[config.mk]
export PLATFORM = sky130hd
export DESIGN_NAME = fb_stream_reader
export DESIGN_NICKNAME = d
export VERILOG_FILES = /design/src/rtl/fb_stream_reader_pkg.sv /design/src/rtl/stream_fifo2.sv /design/src/rtl/fb_stream_reader.sv
export SDC_FILE = /design/constraint.sdc
export NUM_CORES = 1
export LEC_CHECK = 0
export ABC_AREA = 1
export CORE_MARGIN = 2
export CORE_UTILIZATION = 40
export CTS_BUF_LIST = sky130_fd_sc_hd__clkbuf_16
export CTS_CLUSTER_DIAMETER = 50
export DETAILED_ROUTE_END_ITERATION = 12
export PLACE_DENSITY = 0.7
export REMOVE_ABC_BUFFERS = 1
export SLEW_MARGIN = 10
export SYNTH_ARGS = -nofsm -noshare
export SYNTH_HDL_FRONTEND = slang
export SYNTH_HIERARCHICAL = 1
export SYNTH_SLANG_ARGS = --single-unit
[constraint.sdc]
create_clock -name clk -period 4.23 [get_ports clk]
set_input_delay 0.846 -clock clk [delete_from_list [all_inputs] [get_ports clk]]
set_output_delay 0.846 -clock clk [all_outputs]
set_load 0.05 [all_outputs]
[src/rtl/fb_stream_reader_pkg.sv]
// Shared constants and types for the 8-bit pixel stream and the frame-buffer reader.
// Imported by fb_stream_reader and its output FIFO.
package fb_stream_reader_pkg;

   localparam int unsigned PIX_W   = 8;
   localparam int unsigned FRAME_W = 160;
   localparam int unsigned FRAME_H = 120;

   typedef enum logic [1:0] {
      StIdle  = 2'd0,
      StIssue = 2'd1,
      StDrain = 2'd2
   } state_e;

   // One stream beat as stored in the output FIFO.
   typedef struct packed {
      logic [PIX_W-1:0] pixel;
      logic             sof;
      logic             eol;
   } stream_beat_t;

   localparam int unsigned BEAT_W = PIX_W + 2;

endpackage

[src/rtl/stream_fifo2.sv]
// Two-entry FIFO for stream beats; the head entry is a register that drives the
// stream outputs directly, so the outputs stay stable while the consumer stalls.
module stream_fifo2
   import fb_stream_reader_pkg::*;
(
   input  logic              clk,
   input  logic              reset,
   input  logic              push,
   input  logic [BEAT_W-1:0] din,
   input  logic              pop,
   output logic [BEAT_W-1:0] head,
   output logic [1:0]        count,
   output logic              full,
   output logic              empty
);

   logic [BEAT_W-1:0] head_q;
   logic [BEAT_W-1:0] tail_q;
   logic [1:0]        count_q;
   logic              do_push;
   logic              do_pop;

   assign do_pop  = pop && (count_q != 2'd0);
   assign do_push = push && ((count_q != 2'd2) || do_pop);

   always_ff @(posedge clk or posedge reset) begin
      if (reset) begin
         head_q  <= '0;
         tail_q  <= '0;
         count_q <= 2'd0;
      end else begin
         case ({do_push, do_pop})
            2'b10: begin
               if (count_q == 2'd0) head_q <= din;
               else                 tail_q <= din;
               count_q <= count_q + 2'd1;
            end
            2'b01: begin
               head_q  <= tail_q;
               count_q <= count_q - 2'd1;
            end
            2'b11: begin
               // Count is unchanged; the new beat lands behind whatever remains.
               if (count_q == 2'd1) begin
                  head_q <= din;
               end else begin
                  head_q <= tail_q;
                  tail_q <= din;
               end
            end
            default: ;
         endcase
      end
   end

   assign head  = head_q;
   assign count = count_q;
   assign full  = (count_q == 2'd2);
   assign empty = (count_q == 2'd0);

endmodule

[src/rtl/fb_stream_reader.sv]
// Frame-buffer read-out source: walks a W x H frame in raster order through a 1-cycle
// synchronous RAM port and emits it as a valid/ready pixel stream tagged with sof/eol.
module fb_stream_reader
   import fb_stream_reader_pkg::*;
#(
   parameter int unsigned W          = FRAME_W,
   parameter int unsigned H          = FRAME_H,
   parameter int unsigned ADDR_W     = 15,
   parameter bit          CONTINUOUS = 1'b0
) (
   input  logic              clk,
   input  logic              reset,
   input  logic              start,
   output logic              busy,
   output logic              frame_done,
   output logic              rd_en,
   output logic [ADDR_W-1:0] rd_addr,
   input  logic [PIX_W-1:0]  rd_data,
   output logic              out_valid,
   input  logic              out_ready,
   output logic [PIX_W-1:0]  out_pixel,
   output logic              out_sof,
   output logic              out_eol
);

   localparam int unsigned XW = (W > 1) ? $clog2(W) : 1;
   localparam int unsigned YW = (H > 1) ? $clog2(H) : 1;
   localparam logic [XW-1:0] XLast = XW'(W - 1);
   localparam logic [YW-1:0] YLast = YW'(H - 1);

   state_e            state_q, state_d;
   logic [XW-1:0]     x_q;
   logic [YW-1:0]     y_q;
   logic [YW-1:0]     out_y_q;
   logic [ADDR_W-1:0] addr_q;
   logic              inflight_q;
   logic              tag_sof_q;
   logic              tag_eol_q;
   logic              done_q;

   logic              pop;
   logic              issue;
   logic              accept;
   logic              line_end;
   logic              last_issue;
   logic              last_pop;
   logic [2:0]        occ;

   stream_beat_t      push_beat;
   stream_beat_t      head_beat;
   logic [BEAT_W-1:0] fifo_head;
   logic [1:0]        fifo_count;
   logic              fifo_full;
   logic              fifo_empty;

   assign pop = out_valid && out_ready;

   // Reads in flight plus beats already buffered may never exceed the two FIFO slots.
   assign occ   = {1'b0, fifo_count} + {2'b00, inflight_q};
   assign issue = (state_q == StIssue) && (occ < (3'd2 + {2'b00, pop}));

   assign line_end   = (x_q == XLast);
   assign last_issue = issue && line_end && (y_q == YLast);
   assign last_pop   = pop && out_eol && (out_y_q == YLast);

   // frame_done cycle is still part of the finished frame, so a start there is dropped.
   assign accept = (state_q == StIdle) && start && !done_q;

   always_comb begin
      state_d = state_q;
      unique case (state_q)
         StIdle:  if (accept) state_d = StIssue;
         // Continuous mode wraps straight into the next frame so the stream has no gap.
         StIssue: if (last_issue && !CONTINUOUS) state_d = StDrain;
         StDrain: if (last_pop) state_d = StIdle;
         default: state_d = StIdle;
      endcase
   end

   always_ff @(posedge clk or posedge reset) begin
      if (reset) begin
         state_q    <= StIdle;
         x_q        <= '0;
         y_q        <= '0;
         out_y_q    <= '0;
         addr_q     <= '0;
         inflight_q <= 1'b0;
         tag_sof_q  <= 1'b0;
         tag_eol_q  <= 1'b0;
         done_q     <= 1'b0;
      end else begin
         state_q    <= state_d;
         inflight_q <= issue;
         done_q     <= last_pop;
         if (accept) begin
            x_q     <= '0;
            y_q     <= '0;
            addr_q  <= '0;
            out_y_q <= '0;
         end else begin
            if (issue) begin
               tag_sof_q <= (x_q == '0) && (y_q == '0);
               tag_eol_q <= line_end;
               addr_q    <= last_issue ? '0 : addr_q + 1'b1;
               x_q       <= line_end ? '0 : x_q + 1'b1;
               if (line_end) y_q <= (y_q == YLast) ? '0 : y_q + 1'b1;
            end
            if (pop && out_eol) out_y_q <= (out_y_q == YLast) ? '0 : out_y_q + 1'b1;
         end
      end
   end

   assign push_beat = '{pixel: rd_data, sof: tag_sof_q, eol: tag_eol_q};

   stream_fifo2 u_fifo (
      .clk   (clk),
      .reset (reset),
      .push  (inflight_q),
      .din   (push_beat),
      .pop   (pop),
      .head  (fifo_head),
      .count (fifo_count),
      .full  (fifo_full),
      .empty (fifo_empty)
   );

   assign head_beat = fifo_head;

   no_overflow_a: assert property (@(posedge clk) disable iff (reset)
      !(fifo_full && inflight_q && !pop));

   assign busy       = (state_q != StIdle);
   assign frame_done = done_q;
   assign rd_en      = issue;
   assign rd_addr    = addr_q;
   assign out_valid  = !fifo_empty;
   assign out_pixel  = head_beat.pixel;
   assign out_sof    = head_beat.sof;
   assign out_eol    = head_beat.eol;

endmodule

# Word level (Yosys, flattened, before mapping)
# Index checks and enable logic that the tools add are counted.
# Widths: inputs -> output; s select.
[word_totals] elab_cells=93 reg_bits=65
[classes] n_reduce_logical=31 eq_ne=16 add_sub_neg=8 magnitude_cmp=1 muxes=24 bitwise_logic=1
[ops] op="$mux 7" n=7
[ops] op="$mux 15" n=3
[ops] op="$mux 10" n=4
[ops] op="$pmux 10 s3" n=1
[ops] op="$mux 8" n=3
[ops] op="$pmux 10 s2" n=1
[ops] op="$add 15x1->15 const B" n=1
[ops] op="$add 7x1->7 const B" n=2
[ops] op="$eq 7x7->1 const B" n=2
[ops] op="$ne 2x2->1 const B" n=7
[ops] op="$reduce_bool 2->1" n=7
[ops] op="$logic_and 1x1->1" n=11
[ops] op="$add 8x1->8 const B" n=1
[ops] op="$eq 8x8->1 const B" n=1
[ops] op="$logic_not 8->1" n=1
[ops] op="$logic_not 7->1" n=1
[ops] op="$eq 2x1->1 const B" n=3
[ops] op="$eq 2x2->1 const B" n=3
[ops] op="$mux 2" n=3
[ops] op="$pmux 2 s3" n=1
[ops] op="$reduce_and 2->1" n=3
[ops] op="$reduce_and 3->1" n=2
[ops] op="$logic_not 2->1" n=2
[ops] op="$pmux 2 s2" n=1
[ops] op="other kinds (9)" n=10

# Depth between registers and ports, before layout
# Gate-level depths: netlist of the first run.
[logic_depth] depth_word=11 mapped_depth=11 ltp_nobuf=11

# Modules after synthesis
# Netlist of the first run, hierarchy kept.
[modules_own_cells] module="fb_stream_reader" instances=1 area_per_inst_um2=2537.4 seq_area_each_um2=1076.0 cells_each=341
[modules_own_cells] module="stream_fifo2" instances=1 area_per_inst_um2=1356.3 seq_area_each_um2=550.5 cells_each=201

# Worst setup path after synthesis of the first run
# Ideal clock, no wire load.
[synth_path] path_kind="register to output" startpoint="register u_fifo.count_q[0] (netlist: u_fifo/count[0])" endpoint="output port rd_en" path_slack_ps=1634 arrival_time_ps=1750 path_stages_with_launch=8 n_path_buf=0 path_cell_list="dfrtp_1 inv_1 ha_1 inv_1 nand3_1 nand2_1 nand2_2 inv_1"
[synth_via] elab_chain_cells=6
[synth_lines] element="from (decl)" line_no="stream_fifo2.sv:19" text="logic [1:0] count_q;"
[synth_lines] element="from (signal assigned)" line_no="stream_fifo2.sv:36" text="count_q <= count_q + 2'd1;"
[synth_lines] element="from (signal assigned)" line_no="stream_fifo2.sv:40" text="count_q <= count_q - 2'd1;"
[synth_lines] element="$logic_not 2->1" line_no="stream_fifo2.sv:59" text="assign empty = (count_q == 2'd0);"
[synth_lines] element="net fifo_empty" line_no="fb_stream_reader.sv:54" text="logic fifo_empty;"
[synth_lines] element="$logic_not 1->1" line_no="fb_stream_reader.sv:136" text="assign out_valid = !fifo_empty;"
[synth_lines] element="net out_valid" line_no="fb_stream_reader.sv:19" text="output logic out_valid,"
[synth_lines] element="$logic_and 1x1->1" line_no="fb_stream_reader.sv:56" text="assign pop = out_valid && out_ready;"
[synth_lines] element="$add 2x1->3" line_no="fb_stream_reader.sv:60" text="assign issue = (state_q == StIssue) && (occ < (3'd2 + {2'b00, pop}));"
[synth_lines] element="$lt 3x3->1" line_no="fb_stream_reader.sv:60"
[synth_lines] element="$logic_and 1x1->1" line_no="fb_stream_reader.sv:60"
[synth_lines] element="to (decl)" line_no="fb_stream_reader.sv:16" text="output logic rd_en,"
# The timed path passes the listed nets, and every way through them passes these cells.

# Worst setup path in the final report of the first run
[layout_path] startpoint="input port out_ready" endpoint="output port rd_en"
[layout_via] elab_chain_cells=4
[layout_lines] element="from (decl)" line_no="fb_stream_reader.sv:20" text="input logic out_ready,"
[layout_lines] element="$logic_and 1x1->1" line_no="fb_stream_reader.sv:56"
[layout_lines] element="$add 2x1->3" line_no="fb_stream_reader.sv:60"
[layout_lines] element="$lt 3x3->1" line_no="fb_stream_reader.sv:60"
[layout_lines] element="$logic_and 1x1->1" line_no="fb_stream_reader.sv:60"
# Every way passes these cells.

==> results of run 1 <==
## metal layers
metal / vias to the layer above / part of all wire [%] / track usage (%)
met3: 10 / 3.6 / 4.41
met5: - / 0 / 0
met2: 61 / 51 / 31.6
met1: 1639 / 44 / 20.5
met4: 0 / 1.1 / 5.85
li1: 1786 / - / -
## metrics by stage
step,setup WS [ns],instances,hold WS (ns)
5_1_grt,0.618,718,0.512
3_5_place_dp,0.698,703,0.482
4_1_cts,0.696,718,0.496
3_3_place_gp,0.712,703,0.477
2_1_floorplan,1.63,529,0.464
6_report,0.696,718,0.494
## flip-flops by register name, indices dropped and copies added (netlist names)
register,count
rd_addr,15
u_fifo/tail_q,10
out_y_q,7
y_q,7
inflight_q,1
tag_eol_q,1
u_fifo/head,10
x_q,8
state_q,2
u_fifo/count,2
frame_done,1
tag_sof_q,1
## layout make-up
class,count,share of cell area (%)
flip-flops and latches,65,35.0
well taps,133,3.58
inverters,62,5.01
clock buffers,9,4.84
multi-input cells,402,41.7
repair buffers,41,8.77
clock inverters,6,1.13
## placed cells by master, fill, tap and decap left out, types with 3 or more instances in the layout
cell and count:
nand2_1 203, dfrtp_1 65, inv_1 58, nor2_1 55, nand3_1 44, clkdlybuf4s50_1 40, nand4_1 18, o21ai_0 16
ha_1 11, clkbuf_16 9, o21ai_1 8, xor2_1 7, nand3_2 7, o21bai_1 6, inv_2 5, nor2_2 5
nand2_2 4, nor3_1 3, nor2_4 3, o22ai_1 3, clkinv_2 3
## worst paths after layout
kind / to / cells after the start
worst max-delay path: rd_en / 6
worst min-delay path: u_fifo/tail_q[7]$_DFFE_PP0P_ / 2
worst max register to register: u_fifo/head[8]$_DFFE_PP0P_ / 8
worst min register to register: u_fifo/tail_q[7]$_DFFE_PP0P_ / 2
max in group asynchronous: u_fifo/tail_q[0]$_DFFE_PP0P_ / 2
min in group asynchronous: x_q[2]$_DFFE_PP0P_ / 3
## tightest hold or removal path: stages, from the launching register on
cell and delay [ns]:
dfrtp_1 0.36, nand2_1 0.06, nand2_1 0.05
## power groups by stage
stage	clock network (µW)	logic [µW]	registers, µW
after floorplan	0	1060	1210
after global placement	0	1750	989
after detailed placement	0	1800	999
after CTS	721	1800	991
after global routing	756	2000	1020
final	704	1790	993
## Yosys cell counts (all sizes together), types with 2 or more instances
library cell,instances,area [µm²]
nand3,51,290
inv,61,229
xnor2,2,17.5
nor3,4,25.0
nand2,208,798
dfrtp,65,1630
nand4,18,113
xor2,7,61.3
o22ai,3,18.8
o21ai,24,120
nor2,63,272
buf,12,88.8
o21bai,6,45.0
a21oi,3,26.3
ha,11,138
## cell families after synthesis
group	Yosys count
XOR/XNOR	9
AO/OA/AOI/OAI	36
adder cells (fa/ha/maj)	11
buffers and inverters	75
flip-flops	65
AND/OR/NAND/NOR	346
==> results.json, run 1 <==
{
  "htreeDepth": 3,
  "post_dp_cell_area_mm2": 0.00437,
  "r2r_setup_slack_ns": 1.85,
  "critPathLaunchType": "input port",
  "synth-edff-count": 0,
  "hold_viol": 0,
  "drtIter0Drc": 137,
  "ios": 41,
  "vias": 3496,
  "power_uw": 3490,
  "yosysWarnings": 6,
  "grt_setup_unrepaired": "no",
  "synthXorXnorAreaFrac_pct": 2.02,
  "crit_fanout": 6,
  "nets": 604,
  "max_slew.worst_pin.slew_ns": 0.890,
  "required_ns": 3.38,
  "swShare_pct": 48.4,
  "stdcell_area_mm2": 0.00465,
  "internal_power_uw": 1800,
  "fin_crit_sh_pct": 83.5,
  "arrival_ns": 2.69,
  "cellLeakagePower_uw": 0.00232,
  "period_needed_ns": 3.53,
  "cp-end-kind": "primary output",
  "core_area_mm2": 0.00959,
  "synthesis.instances": 542,
  "regArea_mm2": 0.00163,
  "gp_congestion": 0.882,
  "crit_family": "buffers and inverters",
  "slew_viol_final": 0,
  "layout-drive-gt1-share_pct": 7.01,
  "crit_top_cell": "clkdlybuf4s50_1",
  "clock_skew_ns": 0.00907,
  "nFillCells": 957,
  "min_from": "u_fifo/tail_q[7]$_DFFE_PP0P_",
  "r2r_start": "u_fifo/count[1]$_DFFE_PP0P_",
  "grt_usage_pct": 17.6,
  "ant_nets": 0,
  "combPwrFrac_pct": 51.4,
  "wl_um": 8650,
  "postCtsSetupBuffers": 0,
  "crit_buf_inv": 3,
  "drc": 0,
  "gr-total-overflow": 0,
  "avgSynthCellArea_um2": 7.18,
  "p_sw_uw": 1690,
  "final_util_pct": 48.5,
  "crit_chain": "clkdlybuf4s50_1 -> nand3_1 -> nand2_1 -> nand2_2 -> inv_1 -> clkdlybuf4s50_1",
  "wire_per_inst_um": 12.0,
  "seqPwrFrac_pct": 28.5,
  "grt_max_degree": 44,
  "cts.clk_slew.worst_paths_ns": 0.05,
  "grt_pass1_vias": 3352,
  "clkPwrFrac_pct": 20.2,
  "cp_slowest_cell": "clkdlybuf4s50_1",
  "post_cts_resized": 0,
  "timing.max_slew.rel_slack_pct": 40.6,
  "setup_viol": 0,
  "initial_core_util_pct": 40.6,
  "row_count": 36,
  "async_flop_share_pct": 100,
  "cts_root_buf": "clkbuf_16",
  "cts_tree": "built",
  "synthMuxAreaShare_pct": 0,
  "grt_pass1_wl_um": 14700,
  "synth_fa_ha_area_share_pct": 3.53,
  "synth_seq_cells": 65,
  "synth-simple-area-share_pct": 38.8,
  "cap_violations": 0,
  "vias_per_cell": 4.87,
  "cts_max_path_buffers": 2,
  "die_x_um": 103,
  "setup_tns_ns": 0,
  "synth.distinct_cells": 30,
  "synthFlopType": "dfrtp_1",
  "io_buffers": 40,
  "status": "completed",
  "peakVddDrop_mv": 0.237,
  "p_per_area_mw_per_mm2": 751,
  "cts.sinks": 65,
  "insertion_delay_ns": 0.33,
  "synth-compound-area-share_pct": 5.40,
  "multi_input_area_mm2": 0.00194,
  "cts_buffers": 9,
  "synth_top_family_by_area": "simple AND/OR/NAND/NOR gates",
  "critical_path_class": "in2out",
  "hold_path_class": "reg2reg",
  "dr.pass1.iters": 4,
  "worstSetupStartpoint": "out_ready",
  "dp.final_hpwl_um": 5970,
  "postCtsHoldBufs": 0,
  "fmax_mhz": 283,
  "slowest_delay_ns": 0.85,
  "diodes": 0,
  "antenna_found_initial": 0,
  "die_h_um": 103,
  "syn2layout_area_growth_pct": 19.4,
  "die_area_mm2": 0.0105,
  "ys_seq_area_share_pct": 41.8,
  "syn_area_mm2": 0.00389
}
No activity file was read; power rests on OpenSTA's default activity.
==> run 2: changes to the inputs <==
PLACE_DENSITY = 0.72   (was 0.7)
clock period = 3.17 ns   (was 4.23 ns; I/O delays follow)
==> run 2 against run 1 <==
  * Combinational power rose by 33%
  * Final cell count rose by 0.14%
  * Count of clock-buffer cells in the layout did not move
  * Die area did not move
  * Clock skew fell by 0.0029 ns
  * Critical path depth fell by 2
  * Via count fell by 0.60%
  * Global-route usage fell by 0.41 points
  * Register-to-register slack got worse by 0.88 ns
  * Power rose by 31%
  * Non-clock buffer count did not move
  * Sequential share of layout area rose by 0.10 points
  * Critical path type is now reg2out
  * Largest cell class unchanged
  * Largest power group unchanged
  * Highest routed layer unchanged
==> results.json, run 2 (same netlist as run 1, synthesis figures left out) <==
{
  "cap_violations": 0,
  "status": "completed",
  "nets": 604,
  "required_ns": 2.54,
  "r2r_setup_slack_ns": 0.97,
  "die_h_um": 103,
  "cts_tree": "built",
  "timing.max_slew.rel_slack_pct": 44.3,
  "row_count": 36,
  "dr.pass1.iters": 4,
  "insertion_delay_ns": 0.33,
  "fin_cells": 719,
  "gr-total-overflow": 0,
  "wl_um": 8350,
  "min_from": "u_fifo/tail_q[7]$_DFFE_PP0P_",
  "dp_cells": 703,
  "cp-end-kind": "primary output",
  "grt_setup_unrepaired": "no",
  "gp_congestion": 0.871,
  "final_common_cell": "nand2_1",
  "dp.final_hpwl_um": 5950,
  "crit_fanout": 5,
  "hold_viol": 0,
  "ant_nets": 0,
  "cellLeakagePower_uw": 0.00231,
  "htreeDepth": 3,
  "postCtsSetupBuffers": 0,
  "peakVddDrop_mv": 0.408,
  "die_x_um": 103,
  "whs_ns": 0.503,
  "holdPathStages": 2,
  "mostFrequentLayoutCells": "nand2_1 (203), dfrtp_1 (65), inv_1 (57)",
  "largest_register_ffs": 15,
  "antenna_found_initial": 0,
  "power_uw": 4580,
  "period_needed_ns": 2.62,
  "grt_max_degree": 44,
  "cts_root_buf": "clkbuf_16",
  "r2r_start": "u_fifo/count[1]$_DFFE_PP0P_",
  "fmax_mhz": 381,
  "p_per_area_mw_per_mm2": 987,
  "die_area_mm2": 0.0105,
  "nFillCells": 937,
  "whs_endpoint": "u_fifo/tail_q[7]$_DFFE_PP0P_",
  "cts.clk_slew.worst_paths_ns": 0.05,
  "cts_buffers": 9,
  "grt_pass1_vias": 3254,
  "max_slew.worst_pin.slew_ns": 0.834,
  "ios": 41,
  "critical_path_class": "reg2out",
  "grt_pass1_wl_um": 14400,
  "slew_viol_final": 0,
  "arrival_ns": 1.99,
  "cp_slowest_cell": "clkdlybuf4s50_1",
  "vias": 3475,
  "setup_tns_ns": 0,
  "setup_viol": 0,
  "postCtsHoldBufs": 0,
  "core_area_mm2": 0.00959,
  "io_buffers": 40,
  "crit_family": "buffers and inverters",
  "fin_crit_sh_pct": 82.7,
  "crit_buf_inv": 3,
  "initial_core_util_pct": 40.6,
  "syn2layout_area_growth_pct": 19.1,
  "drtIter0Drc": 162,
  "layout-drive-gt1-share_pct": 6.83,
  "crit_top_cell": "inv_1",
  "vias_per_cell": 4.83,
  "reg2reg_depth": 8,
  "critPathLaunchType": "flip-flop",
  "clock_skew_ns": 0.00618,
  "hold_path_class": "reg2reg",
  "diodes": 0,
  "wire_per_inst_um": 11.6,
  "regToRegEndpoint": "u_fifo/head[0]$_DFFE_PP0P_",
  "cts_max_path_buffers": 2,
  "slowest_delay_ns": 0.80,
  "grt_usage_pct": 17.2,
  "drc": 0,
  "post_cts_resized": 0,
  "cts.sinks": 65,
  "crit_chain": "inv_1 -> ha_1 -> inv_1 -> clkdlybuf4s50_1"
}
==> run 2: cell count changes in the layout (fill, tap and decap cells not counted), sizes merged <==
| cell | before | now |
|---|---|---|
| clkinv | 4 | 7 |
| clkdlybuf4s50 | 40 | 39 |
| buf | 1 | 2 |
| inv | 63 | 62 |
| bufinv | 1 | 0 |
==> run 2: power breakdown <==
part / internal, µW / switching [µW] / total (µW)
logic: 732 / 1650 / 2380
clock network: 511 / 347 / 858
registers: 1110 / 229 / 1340
total: 2350 / 2220 / 4580
==> run 2: through the flow <==
stage / area (µm²) / setup WS, ns / utilization (%)
2_1_floorplan: 3800 / 0.786 / -
3_3_place_gp: 4380 / 0.617 / 45.7
3_5_place_dp: 4380 / 0.550 / 45.7
4_1_cts: 4640 / 0.530 / 48.3
5_1_grt: 4640 / 0.475 / 48.3
6_report: 4640 / 0.548 / 48.3
==> run 2: cell type report <==
class | count | area, µm² | share of cell area (%)
clock buffer | 9 | 225 | 4.86
clock inverter | 7 | 28.8 | 0.621
inverter | 62 | 233 | 5.02
multi-input combinational | 402 | 1940 | 41.8
sequential | 65 | 1630 | 35.1
tap | 133 | 166 | 3.59
timing repair buffer | 41 | 418 | 9.01
==> run 2: worst max path at each step <==
stage / startpoint / to / slack, ns / cells past startpoint
2_1_floorplan: u_fifo/count[0]$_DFFE_PP0P_ / rd_en / 0.79 / 7
3_3_place_gp: out_ready / u_fifo/head[9]$_DFFE_PP0P_ / 0.62 / 8
3_5_place_dp: out_ready / u_fifo/head[7]$_DFFE_PP0P_ / 0.55 / 8
4_1_cts: u_fifo/count[0]$_DFFE_PP0P_ / out_valid / 0.53 / 4
5_1_grt: u_fifo/count[0]$_DFFE_PP0P_ / out_valid / 0.47 / 4
6_report: u_fifo/count[1]$_DFFE_PP0P_ / out_valid / 0.55 / 4
==> run 2: routing by layer <==
layer | routed length [µm] | part of all wire [%] | GRT usage [%] | up-vias
li1 | - | - | - | 1789
met1 | 3850 | 46 | 20.6 | 1609
met3 | 392 | 4.7 | 4.88 | 7
met4 | 82 | 0.98 | 4.31 | 0
met2 | 4020 | 48 | 30.5 | 70
met5 | 0 | 0 | 0 | -
==> run 2: worst reg2reg max path, cell delays in order, from the launching register on <==
cell,delay (ns)
dfrtp_1,0.40
inv_1,0.09
ha_1,0.27
nor2_1,0.39
nand2_4,0.20
nand2_1,0.48
nand2_1,0.10
nor2_1,0.12
nor2_1,0.04
==> run 3: changes to the inputs <==
clock period = 2.2 ns   (was 3.17 ns; I/O delays follow)
==> run 3 against run 2 <==
  * Worst setup slack worse by 0.44 ns
  * Largest cell class unchanged
  * Core utilization up 1.6 points
  * Critical endpoint is now rd_en
  * Critical path type unchanged
  * Combinational power up 61%
==> results.json, run 3 (same netlist as run 1, synthesis figures left out) <==
{
  "status": "completed",
  "drc": 0,
  "row_count": 36,
  "clock_skew_ns": 0.00592,
  "layout-drive-gt1-share_pct": 9.53,
  "cts_tree": "built",
  "gr-total-overflow": 0,
  "initial_core_util_pct": 40.6,
  "htreeDepth": 3,
  "wire_per_inst_um": 12.2,
  "crit_fanout": 3,
  "die_h_um": 103,
  "cp-end-kind": "primary output",
  "die_x_um": 103,
  "fmax_mhz": 478,
  "cts.clk_slew.worst_paths_ns": 0.05,
  "critPathLaunchType": "flip-flop",
  "hold_path_class": "in2async",
  "cap_violations": 0,
  "cellLeakagePower_uw": 0.00240,
  "grt_usage_pct": 17.7,
  "p_per_area_mw_per_mm2": 1480,
  "wl_um": 8900,
  "largest_register_ffs": 15,
  "gp_congestion": 0.859,
  "slew_viol_final": 0,
  "setup_tns_ns": 0,
  "cts_max_path_buffers": 2,
  "worstSetupStartpoint": "inflight_q$_DFF_PP0_",
  "dr.pass1.iters": 5,
  "pre_cts_slack_ns": 0.201,
  "dp_cells": 713,
  "critical_path_class": "reg2out",
  "core_area_mm2": 0.00959,
  "ios": 41,
  "required_ns": 1.76,
  "reg2reg_depth": 8,
  "cts_root_buf": "clkbuf_16",
  "whs_ns": 0.501,
  "fin_crit_sh_pct": 95.1,
  "nets": 616,
  "timing.max_slew.rel_slack_pct": 66.4,
  "insertion_delay_ns": 0.32,
  "antenna_found_initial": 0,
  "ant_nets": 0,
  "syn2layout_area_growth_pct": 23.0,
  "vias": 3602,
  "cts.sinks": 65,
  "hold_viol": 0,
  "io_buffers": 40,
  "die_area_mm2": 0.0105,
  "dp.final_hpwl_um": 6070,
  "final_common_cell": "nand2_1",
  "max_slew.worst_pin.slew_ns": 0.502,
  "period_needed_ns": 2.09,
  "grt_pass1_wl_um": 14900,
  "cp-endpoint": "rd_en",
  "r2r_setup_slack_ns": 0.34,
  "grt_max_degree": 44,
  "peakVddDrop_mv": 0.635,
  "diodes": 0,
  "finalWorstSetupSlack_ns": 0.108,
  "grt_setup_unrepaired": "no",
  "vias_per_cell": 4.93,
  "postCtsHoldBufs": 0,
  "fin_cells": 731,
  "cts_buffers": 9,
  "arrival_ns": 1.65,
  "drtIter0Drc": 145,
  "regToRegEndpoint": "x_q[5]$_DFFE_PP0P_",
  "setup_viol": 0,
  "nFillCells": 929,
  "mostFrequentLayoutCells": "nand2_1 (203), dfrtp_1 (64), inv_1 (58)",
  "grt_pass1_vias": 3414,
  "r2r_start": "inflight_q$_DFF_PP0_"
}
run 3: changes by cell type in the layout (fill, tap and decap cells not counted):
cell	previous run	this run
dfrtp_1	65	64
clkinv_1	5	2
dfrtp_2	0	1
buf_12	1	4
clkdlybuf4s50_1	39	38
inv_1	57	58
inv_2	5	6
buf_4	1	11
ha_1	11	10
bufinv_16	0	1
ha_2	0	1
run 3: final cells by class:
cell class	count	area [µm²]	area share [%]
Multi-Input combinational cell	402	1940	40.5
Clock buffer	9	225	4.70
Inverter	62	233	4.86
Tap cell	133	166	3.47
Clock inverter	7	55.1	1.15
Sequential cell	65	1630	34.0
Timing Repair Buffer	53	543	11.3
run 3: what timing repair did:
action                     CTS  global route
resized for setup            2             1
pin swaps                    1             0
setup endpoints to repair    1             1
setup buffers                1             1
run 3: worst min-delay path by stage:
| stage | startpoint | endpoint | slack [ns] | cells after the start |
|---|---|---|---|---|
| floorplan | reset | u_fifo/count[0]$_DFFE_PP0P_ | 0.43 | 1 |
| global route | u_fifo/tail_q[3]$_DFFE_PP0P_ | u_fifo/tail_q[3]$_DFFE_PP0P_ | 0.51 | 2 |
| finish | reset | u_fifo/tail_q[7]$_DFFE_PP0P_ | 0.50 | 3 |
| CTS | u_fifo/tail_q[3]$_DFFE_PP0P_ | u_fifo/tail_q[3]$_DFFE_PP0P_ | 0.50 | 2 |
| global placement | u_fifo/tail_q[0]$_DFFE_PP0P_ | u_fifo/tail_q[0]$_DFFE_PP0P_ | 0.48 | 2 |
| detailed placement | u_fifo/tail_q[3]$_DFFE_PP0P_ | u_fifo/tail_q[3]$_DFFE_PP0P_ | 0.49 | 2 |
run 3: per-layer routing:
metal  part of all wire (%)  wire [µm]  track usage (%)  vias to the layer above
li1                       -          -                -                     1818
met1                     44       3940             22.1                     1652
met2                     48       4290             29.9                      113
met3                    5.5        492             2.92                       19
met4                    2.0        178             8.41                        0
met5                      0          0                0                        -
run 3: worst max-delay path: stages (launching register included):
cell,delay [ns]
dfrtp_2,0.43
ha_1,0.21
ha_1,0.19
nor3_2,0.17
nand2_2,0.09
inv_2,0.10
buf_12,0.14
run 3: power breakdown:
part | leakage [µW] | switching [µW] | internal, µW
logic | 0.00141 | 2510 | 1300
clock network | 0.000150 | 504 | 856
registers | 0.000836 | 316 | 1600
run 3: metrics by stage:
| step | power (µW) | utilization (%) | instance area [µm²] |
|---|---|---|---|
| after floorplan | 4380 | - | 3800 |
| after global placement | 5580 | 46.8 | 4490 |
| after detailed placement | 5680 | 46.8 | 4490 |
| after CTS | 7110 | 49.8 | 4780 |
| after global routing | 7630 | 49.9 | 4790 |
| final | 7090 | 49.9 | 4790 |
==> patch, RTL diff (settings of run 1) <==
`FRAME_H`: 120 -> 60.
--- a/src/rtl/fb_stream_reader_pkg.sv
+++ b/src/rtl/fb_stream_reader_pkg.sv
@@ -6,3 +6,3 @@
    localparam int unsigned FRAME_W = 160;
-   localparam int unsigned FRAME_H = 120;
+   localparam int unsigned FRAME_H = 60;
 
Behaviour: no difference found for any inputs over 10 cycles, from zero or initial values and one cycle with reset high; that may be too few to reach the edited logic, so the function may still have changed.
==> patch against run 1 <==
- register-to-register slack better by 0.06 ns
- first-iteration DRC count down 8.0%
- routed wire length down 3.1%
- combinational power down 5%
- die area down 2.7%
- sequential cell count down 2
- power down 1.9%
- global-route usage up 0.21 points
- worst setup slack better by 0.035 ns
- sequential share of layout area down 0.34 points
- largest power group unchanged
- critical path depth down 2
- design area down 2.1%
- synthesized area down 2.8%
==> patch: results (changes against run 1) <==
clock tree buffer depth 2 (unchanged); routed wl met3 423 um (was 307 um); worst min-delay path startpoint u_fifo/tail_q[3]$_DFFE_PP0P_ (was u_fifo/tail_q[7]$_DFFE_PP0P_); critical register-to-register path endpoint u_fifo/tail_q[9]$_DFFE_PP0P_ (was u_fifo/head[8]$_DFFE_PP0P_); xor/xnor cell area share of the yosys netlist 3.24% (was 2.02%); standby leakage power 0.00224 uW (was 0.00232 uW); mux contribution to synthesized area 0% (unchanged); GR Util All Layers 17.8% (was 17.6%); pin count of the biggest net entering global routing 42 (was 44); fin worst setup slack 0.731 ns (was 0.696 ns); worst-case register-to-register setup slack 1.91 ns (was 1.85 ns); Met2 Wirelength 4060 um (was 4400 um); biggest fanout along the worst timing path 8 (was 6); portion of total power attributed to sequential cells 27.9% (was 28.5%); total net switching power 1600 uW (was 1690 uW); final layout net count 581 (was 604); met1 track demand over resource 21.2% (was 20.5%); cell types with the largest area share after synthesis dfrtp_1, nand2_1, nand3_1 (unchanged); leading post-synthesis cells by instance count nand2_1, dfrtp_1, nor2_1 (was nand2_1, dfrtp_1, inv_1); met2 Use GR 31.0% (was 31.6%); routed metal-1 wire length 3800 um (was 3840 um); worst setup path endpoint rd_en (unchanged); routability-driven placement congestion ratio 0.795 (was 0.882); number of design-rule violations left by the first detailed-router iteration 126 (was 137); vias per cell 5.04 (was 4.87); library cells used by synthesis 33 (was 30); first-pass GRT wire length 14700 um (about the same); Reg-to-Reg Start u_fifo/count[0]$_DFFE_PP0P_ (was u_fifo/count[1]$_DFFE_PP0P_); routed wire length per instance 12.4 um (was 12.0 um); H-tree depth 3 (unchanged); share of the synthesized area in compound gates (AO/OA/AOI/OAI) 5.25% (was 5.40%); global routing met3 resource utilization 4.28% (was 4.41%); placed wire-length estimate after detailed placement 5800 um (was 5970 um); share of cells above drive strength 1 7.28% (was 7.01%); outcome completed (unchanged); Max VDD drop 0.520 mV (was 0.237 mV); relative slew slack 41.4% (was 40.6%); share of synthesized area occupied by flip-flops and latches 41.6% (was 41.8%); Fillers 882 (was 957); number of global-route vias before repair 3407 (was 3352); worst setup skew after layout 0.00553 ns (was 0.00907 ns); adder-cell share of the synthesized area 3.64% (was 3.53%); number of cells traversed by the worst register-to-register path 7 (was 8); power drawn by the clock network 771 uW (was 704 uW); arrival time worst endpoint 2.65 ns (was 2.69 ns); post-CTS sizing 0 (unchanged); worst-case hold path end point u_fifo/tail_q[3]$_DFFE_PP0P_ (was u_fifo/tail_q[7]$_DFFE_PP0P_); Worst path max stage delay 0.89 ns (was 0.85 ns)
patch: cell count changes after synthesis, moves of 5 or more:
cell,run 1,this run
o21ai_1,8,13
o21bai_1,6,0
o21ai_0,16,11
nand2_1,203,195
nand3_2,7,2
inv_1,56,43
patch: final cells by class:
type | instances | share of cell area (%)
clock inverter | 7 | 1.92
tap | 111 | 3.05
sequential | 63 | 34.6
timing repair buffer | 41 | 8.96
clock buffer | 9 | 4.95
inverter | 49 | 4.10
multi-input combinational | 394 | 42.4
patch: metrics by stage:
| stage | hold WS [ns] | total power (uW) | instance area [sq um] | utilization, % | instances |
|---|---|---|---|---|---|
| floorplan | 0.464 | 2180 | 3690 | - | 506 |
| global placement | 0.476 | 2630 | 4240 | 46.1 | 658 |
| detailed placement | 0.483 | 2680 | 4240 | 46.1 | 658 |
| CTS | 0.496 | 3470 | 4550 | 49.5 | 674 |
| global route | 0.527 | 3700 | 4550 | 49.5 | 674 |
| finish | 0.496 | 3420 | 4550 | 49.5 | 674 |
